==> config.mk <==
export PLATFORM = sky130hd
export DESIGN_NAME = board_io_ctrl_flat
export DESIGN_NICKNAME = d
export VERILOG_FILES = /design/src/rtl/board_io_ctrl_if.sv /design/src/rtl/board_io_ctrl.sv /design/src/flat_wrapper.sv
export SDC_FILE = /design/constraint.sdc
export NUM_CORES = 1
export LEC_CHECK = 0
export ABC_AREA = 1
export CORE_ASPECT_RATIO = 0.5
export CORE_MARGIN = 1
export CORE_UTILIZATION = 30
export CTS_BUF_LIST = sky130_fd_sc_hd__clkbuf_8 sky130_fd_sc_hd__clkbuf_16
export CTS_CLUSTER_DIAMETER = 60
export CTS_CLUSTER_SIZE = 28
export DETAILED_ROUTE_END_ITERATION = 6
export GPL_ROUTABILITY_DRIVEN = 0
export GPL_TIMING_DRIVEN = 1
export SKIP_LAST_GASP = 1
export SLEW_MARGIN = 40
export SYNTH_ARGS = -nofsm -noshare
export SYNTH_HDL_FRONTEND = slang
export SYNTH_SLANG_ARGS = --single-unit
==> constraint.sdc <==
create_clock -name clk -period 1.4 [get_ports clk]
set_input_delay 0.14 -clock clk [delete_from_list [all_inputs] [get_ports clk]]
set_output_delay 0.14 -clock clk [all_outputs]
set_load 0.05 [all_outputs]
==> src/rtl/board_io_ctrl_if.sv <==
// J1 I/O bus: CPU-side address/write data/strobes and the slave read-data return path.
interface if_io;
    logic [15:0] addr;
    logic [15:0] dout;
    logic [15:0] din;
    logic        rd;
    logic        wr;

    modport slave  (input addr, dout, rd, wr, output din);
    modport master (output addr, dout, rd, wr, input din);
endinterface

==> src/rtl/board_io_ctrl.sv <==
// Evaluation-board I/O peripheral: LEDs, synchronised switches, debounced keys with events/IRQ, 7-seg digits.
// Optional hex-nibble decode for digit writes is enabled by defining BOARD_IO_CTRL_HEXDEC_EN.
module board_io_ctrl #(
    parameter logic [15:0] BASE            = 16'h0000,
    parameter int          NUM_LEDG        = 8,
    parameter int          NUM_LEDR        = 10,
    parameter int          NUM_SW          = 10,
    parameter int          NUM_KEY         = 4,
    parameter int          NUM_HEX         = 4,
    parameter int          DEBOUNCE_CYCLES = 500000
) (
    input  logic                      clk,
    input  logic                      reset,
    input  logic [NUM_KEY-1:0]        key,
    input  logic [NUM_SW-1:0]         sw,
    output logic [0:NUM_HEX-1][6:0]   hex,
    output logic [NUM_LEDG-1:0]       ledg,
    output logic [NUM_LEDR-1:0]       ledr,
    output logic                      irq,
    if_io.slave                       io
);
    localparam int CW = $clog2(DEBOUNCE_CYCLES + 1);
    localparam logic [CW-1:0] CNT_LAST = CW'(DEBOUNCE_CYCLES - 1);

    logic [NUM_LEDG-1:0]           ledg_q, ledg_d;
    logic [NUM_LEDR-1:0]           ledr_q, ledr_d;
    logic [NUM_KEY-1:0]            ksync1_q, ksync2_q;
    logic [NUM_SW-1:0]             swsync1_q, swsync2_q;
    logic [NUM_KEY-1:0]            kstable_q, kstable_d;   // raw level, 0 = pressed
    logic [NUM_KEY-1:0][CW-1:0]    cnt_q, cnt_d;
    logic [NUM_KEY-1:0]            evt_q, evt_d, evt_set, evt_clr;
    logic [NUM_KEY-1:0]            mask_q, mask_d;
    logic [0:NUM_HEX-1][6:0]       hex_q, hex_d;
    logic [15:0]                   off;
    logic [15:0]                   rdata;
    logic                          unused_dout;

`ifdef BOARD_IO_CTRL_HEXDEC_EN
    logic [NUM_HEX-1:0]            hexmode_q, hexmode_d;

    function automatic logic [6:0] seg7(input logic [3:0] n);
        case (n)
            4'h0: seg7 = 7'h3F;  4'h1: seg7 = 7'h06;  4'h2: seg7 = 7'h5B;  4'h3: seg7 = 7'h4F;
            4'h4: seg7 = 7'h66;  4'h5: seg7 = 7'h6D;  4'h6: seg7 = 7'h7D;  4'h7: seg7 = 7'h07;
            4'h8: seg7 = 7'h7F;  4'h9: seg7 = 7'h6F;  4'hA: seg7 = 7'h77;  4'hB: seg7 = 7'h7C;
            4'hC: seg7 = 7'h39;  4'hD: seg7 = 7'h5E;  4'hE: seg7 = 7'h79;  default: seg7 = 7'h71;
        endcase
    endfunction
`endif

    // Bus protocol: rd selects combinational read data this cycle; wr commits at the next clk edge.
    // With both asserted, the read returns the pre-write contents.
    assign off         = io.addr - BASE;
    assign unused_dout = ^io.dout;

    always_comb begin
        ledg_d    = ledg_q;
        ledr_d    = ledr_q;
        mask_d    = mask_q;
        hex_d     = hex_q;
        kstable_d = kstable_q;
        cnt_d     = cnt_q;
        evt_set   = '0;
        evt_clr   = '0;
`ifdef BOARD_IO_CTRL_HEXDEC_EN
        hexmode_d = hexmode_q;
`endif
        for (int i = 0; i < NUM_KEY; i++) begin
            if (ksync2_q[i] == kstable_q[i]) begin
                cnt_d[i] = '0;
            end else if (cnt_q[i] == CNT_LAST) begin
                kstable_d[i] = ksync2_q[i];
                cnt_d[i]     = '0;
                evt_set[i]   = ~ksync2_q[i];
            end else begin
                cnt_d[i] = cnt_q[i] + 1'b1;
            end
        end
        if (io.wr) begin
            case (off)
                16'd0: ledg_d  = io.dout[NUM_LEDG-1:0];
                16'd1: ledr_d  = io.dout[NUM_LEDR-1:0];
                16'd3: evt_clr = io.dout[NUM_KEY-1:0];
                16'd4: mask_d  = io.dout[NUM_KEY-1:0];
`ifdef BOARD_IO_CTRL_HEXDEC_EN
                16'd6: hexmode_d = io.dout[NUM_HEX-1:0];
`endif
                default: ;
            endcase
            for (int i = 0; i < NUM_HEX; i++) begin
                if (off == 16'(8 + i)) begin
`ifdef BOARD_IO_CTRL_HEXDEC_EN
                    hex_d[i] = hexmode_q[i] ? ~seg7(io.dout[3:0]) : ~io.dout[6:0];
`else
                    hex_d[i] = ~io.dout[6:0];
`endif
                end
            end
        end
        // A new press on the same edge as a W1C keeps the event pending.
        evt_d = (evt_q & ~evt_clr) | evt_set;
    end

    always_comb begin
        rdata = '0;
        if (io.rd) begin
            case (off)
                16'd0: rdata[NUM_LEDG-1:0] = ledg_q;
                16'd1: rdata[NUM_LEDR-1:0] = ledr_q;
                16'd2: rdata[NUM_KEY-1:0]  = ~kstable_q;
                16'd3: rdata[NUM_KEY-1:0]  = evt_q;
                16'd4: rdata[NUM_KEY-1:0]  = mask_q;
                16'd5: rdata[NUM_SW-1:0]   = swsync2_q;
`ifdef BOARD_IO_CTRL_HEXDEC_EN
                16'd6: rdata[NUM_HEX-1:0]  = hexmode_q;
`endif
                default: ;
            endcase
        end
    end

    always_ff @(posedge clk) begin
        if (reset) begin
            ledg_q    <= '0;
            ledr_q    <= '0;
            ksync1_q  <= '1;
            ksync2_q  <= '1;
            swsync1_q <= '0;
            swsync2_q <= '0;
            kstable_q <= '1;
            cnt_q     <= '0;
            evt_q     <= '0;
            mask_q    <= '0;
            hex_q     <= '1;
`ifdef BOARD_IO_CTRL_HEXDEC_EN
            hexmode_q <= '0;
`endif
        end else begin
            ledg_q    <= ledg_d;
            ledr_q    <= ledr_d;
            ksync1_q  <= key;
            ksync2_q  <= ksync1_q;
            swsync1_q <= sw;
            swsync2_q <= swsync1_q;
            kstable_q <= kstable_d;
            cnt_q     <= cnt_d;
            evt_q     <= evt_d;
            mask_q    <= mask_d;
            hex_q     <= hex_d;
`ifdef BOARD_IO_CTRL_HEXDEC_EN
            hexmode_q <= hexmode_d;
`endif
        end
    end

    assign io.din = rdata;
    assign ledg   = ledg_q;
    assign ledr   = ledr_q;
    assign hex    = hex_q;
    assign irq    = |(evt_q & mask_q);
endmodule

==> src/flat_wrapper.sv <==
// flat-port wrapper written by rule: the top's interface ports become plain ports
module board_io_ctrl_flat 
#(
    parameter logic [15:0] BASE            = 16'h0000,
    parameter int          NUM_LEDG        = 8,
    parameter int          NUM_LEDR        = 10,
    parameter int          NUM_SW          = 10,
    parameter int          NUM_KEY         = 4,
    parameter int          NUM_HEX         = 4,
    parameter int          DEBOUNCE_CYCLES = 500000
)
  (clk, reset, key, sw, hex, ledg, ledr, irq, io_addr, io_dout, io_rd, io_wr, io_din);
  if_io io_i ();
  input  logic clk;
  input  logic reset;
  input  logic [NUM_KEY-1:0] key;
  input  logic [NUM_SW-1:0] sw;
  output logic [0:NUM_HEX-1][6:0] hex;
  output logic [NUM_LEDG-1:0] ledg;
  output logic [NUM_LEDR-1:0] ledr;
  output logic irq;
  input wire logic [$bits(io_i.addr)-1:0] io_addr;
  input wire logic [$bits(io_i.dout)-1:0] io_dout;
  input wire logic [$bits(io_i.rd)-1:0] io_rd;
  input wire logic [$bits(io_i.wr)-1:0] io_wr;
  output wire logic [$bits(io_i.din)-1:0] io_din;
  assign io_i.addr = io_addr;
  assign io_i.dout = io_dout;
  assign io_i.rd = io_rd;
  assign io_i.wr = io_wr;
  assign io_din = io_i.din;
  board_io_ctrl #(.BASE(BASE), .NUM_LEDG(NUM_LEDG), .NUM_LEDR(NUM_LEDR), .NUM_SW(NUM_SW), .NUM_KEY(NUM_KEY), .NUM_HEX(NUM_HEX), .DEBOUNCE_CYCLES(DEBOUNCE_CYCLES)) u_core (.clk(clk), .reset(reset), .key(key), .sw(sw), .hex(hex), .ledg(ledg), .ledr(ledr), .irq(irq), .io(io_i));
endmodule
==> results.json <==
{
  "finalSetupTns_ns": -0.582,
  "fin_skew_ns": 0.00832,
  "synthAdderAreaFrac_pct": 0.683,
  "setup_viol": 26,
  "min_from": "reset",
  "power_frac_seq_pct": 46.0,
  "synth_simple_gate_area_share_pct": 33.9,
  "synth_xor_area_share_pct": 2.87,
  "cp.required_ns": 1.26,
  "power.leakage_nw": 4.79,
  "postSynthAreaPerCell_sq_um": 7.16,
  "p_sw_mw": 2.32,
  "yosys-top-cells-area": "dfxtp_1 44%, nand2_1 11%, nor2_1 7.4%, nand3_1 6.6%, inv_1 6.2%",
  "drc": 0,
  "slowest_stage": "dfxtp_2",
  "htreeDepth": 4,
  "synth_top_family_by_area": "simple AND/OR/NAND/NOR gates",
  "die_area_sq_mm": 0.0251,
  "viasPerCell": 4.76,
  "synth.mux.area_fraction_pct": 0,
  "path_class": "flop to output port",
  "synth_cell_type_count": 37,
  "crit_top_cell": "nor2_4",
  "ys_warn_count": 0,
  "firstDrtPassIters": 5,
  "cts_inserted_buffers": 17,
  "power_frac_clock_pct": 48.9,
  "total_power_mw": 10.1,
  "grt_antenna_before_repair": 1,
  "cts_tree": "built",
  "boundaryPins": 113,
  "critical_path.top_delay_family": "simple AND/OR/NAND/NOR gates",
  "drtAntennaViolNets": 0,
  "synth_top_area_share_pct": 44.3,
  "worstPathMaxFanout": 2,
  "die_h_microns": 113,
  "synth_compound_area_share_pct": 8.69,
  "area_growth_syn_to_layout_pct": 60.8,
  "root_buffer": "clkbuf_16",
  "drv_cap": 0,
  "rows": 39,
  "dp.final_hpwl_microns": 15100,
  "p_int_mw": 7.78,
  "numPortBuffers": 100,
  "synth_area_sq_mm": 0.00733,
  "fin_util_pct": 50.4,
  "hold_ws_ns": 0.0294,
  "reg2regPathDepth": 10,
  "min_path_type": "input pin to flop",
  "comb_power_share_pct": 5.0,
  "endpoint_kind": "output port",
  "path_buf_inv": 2,
  "rr_endpoint": "u_core.cnt_q[73]",
  "rsz0062_at_grt": "true",
  "clock_sinks": 162,
  "drt_iter0_drc": 381,
  "grt_first_pass_wirelength_microns": 34700,
  "min_period_ns": 1.49,
  "netlist_instances": 1024,
  "min_delay_worst_endpoint": "u_core.kstable_q[1]",
  "layout-drive-gt1-share_pct": 42.2,
  "hold_violations": 0,
  "min_path_cells": 3,
  "p_sw_share_pct": 22.9,
  "clk_pin_slew_ns": 0.06,
  "fin_ws_ns": -0.0868,
  "start_util_pct": 31.4,
  "synth_area_leader_cell": "dfxtp_1",
  "violations": "setup timing",
  "ff2ff_setup_slack_ns": -0.02,
  "nets": 1308,
  "die_x_microns": 223,
  "power_density_mw_per_mm2": 856,
  "r2r_start": "u_core.cnt_q[58]",
  "wl_per_cell_microns": 13.8,
  "grt.total_usage_pct": 17.2,
  "grt_max_degree": 35,
  "n_antenna_cell": 0,
  "slew_violations": 0,
  "max_freq_mhz": 673,
  "wirelength_microns": 21700,
  "ys_seq_area_share_pct": 44.3,
  "critPathLaunchType": "flop",
  "cts_buffer_depth": 2,
  "first_global_vias": 7248,
  "worstSkewPairLatency_ns": 0.43,
  "status": "finished, violations left",
  "fin_crit_sh_pct": 106,
  "ys_ff_latch": 162,
  "max_stage_delay_ns": 0.33,
  "num_vias": 7496,
  "ir_drop_uv": 964,
  "cp.arrival_ns": 1.35,
  "cp_cell_sequence": "inv_2 > nand4_1 > nand3_2 > nor2_4 > nor2_4 > buf_12",
  "overflow": 0,
  "core_sq_mm": 0.0234
}
## worst max-delay path by stage
stage                                   start               end  slack (ns)  cells after the start
after CTS                      u_core.ledg[0]         io_din[0]       -0.13                      5
after detailed placement           io_addr[7]         io_din[0]       -0.47                      9
after floorplan                    io_addr[5]         io_din[8]       -0.03                      8
final                     u_core.kstable_q[1]         io_din[1]       -0.09                      6
after global placement             io_addr[1]         io_din[6]       -0.48                     11
after global routing         u_core.cnt_q[25]  u_core.cnt_q[21]       -0.14                      8
## cells by family after synthesis
family	after synthesis
other	1
AOI/OAI and AO/OA	111
buffers and inverters	163
adders and majority gates	4
xor gates and xnor gates	24
and+or+nand+nor	559
DFF	162
## registers in the layout (all words and copies together), names as in the netlist
name and flops:
u_core.mask_q 4, u_core.ledg 8, u_core.swsync2_q 10, u_core.hex 28
u_core.kstable_q 4, u_core.swsync1_q 10, u_core.ksync1_q 4, u_core.cnt_q 76
u_core.ledr 10, u_core.evt_q 4, u_core.ksync2_q 4
## per-layer routing
| layer | wire length, microns | part of all wire (%) | global-route usage (%) |
|---|---|---|---|
| met5 | 0 | 0 | 0 |
| met2 | 10400 | 48 | 28.3 |
| met3 | 921 | 4.2 | 3.64 |
| met4 | 512 | 2.4 | 6.71 |
| met1 | 9830 | 45 | 22.1 |
## cells in the final DEF, fill, tap and decap left out, types with 28 or more instances in the layout
cell type,n
inv_1,94
dfxtp_1,109
nor2_4,40
o211ai_1,28
nand3_2,32
nand3_1,63
nand2_1,191
dfxtp_2,43
a21oi_1,37
buf_4,132
buf_12,45
nor2_1,89
## power by group through the flow
| stage | clock (mW) | combinational, mW | sequential (mW) |
|---|---|---|---|
| after floorplan | 0 | 0.209 | 4.76 |
| after global placement | 0 | 0.443 | 4.77 |
| after detailed placement | 0 | 0.450 | 4.77 |
| after CTS | 5.04 | 0.475 | 4.66 |
| after global routing | 5.26 | 0.542 | 4.65 |
| final | 4.94 | 0.506 | 4.65 |
## worst min-delay path: cells and delay by family
family                 cells  cell delay, ns
buffers and inverters      2            0.20
and+or+nand+nor            1            0.09
## metrics by stage
step / cells / instance area, sq um / worst slack, ns
final: 1574 / 11800 / -0.0868
after global routing: 1574 / 11800 / -0.144
after floorplan: 1029 / 7510 / -0.0335
after CTS: 1564 / 11200 / -0.128
after detailed placement: 1508 / 9880 / -0.472
after global placement: 1508 / 9880 / -0.478
## cell type report
class	count	area [sq um]
Clock buffer	19	453
Clock inverter	13	174
Fill cell	2135	11600
Inverter	127	515
Multi-Input combinational cell	704	4350
Sequential cell	162	3330
Tap cell	307	384
Timing Repair Buffer	242	2570
## cells in the mapped netlist (all sizes together)
| cell type | n |
|---|---|
| a31oi | 1 |
| inv | 125 |
| nor2 | 155 |
| nand2 | 227 |
| clkinv | 2 |
| xor2 | 18 |
| nand3b | 4 |
| clkbuf | 9 |
| dfxtp | 162 |
| nand3 | 98 |
| o211ai | 28 |
| conb | 1 |
| nor3 | 36 |
| nor3b | 3 |
| o21ai | 23 |
| xnor2 | 6 |
| a21oi | 58 |
| nand4 | 23 |
| o21bai | 1 |
| buf | 27 |
| or2 | 13 |
| ha | 4 |
## timing repair
| item | CTS | global route |
|---|---|---|
| buffers inserted | 23 | 9 |
| hold buffers | 0 | 0 |
| gates cloned | 3 | 1 |
| gates resized for setup | 220 | 172 |
| pin swaps | 70 | 67 |
| hold endpoints to repair | 0 | 0 |
| endpoints found under the setup margin | 86 | 93 |
(Power assumes the default switching activity.)
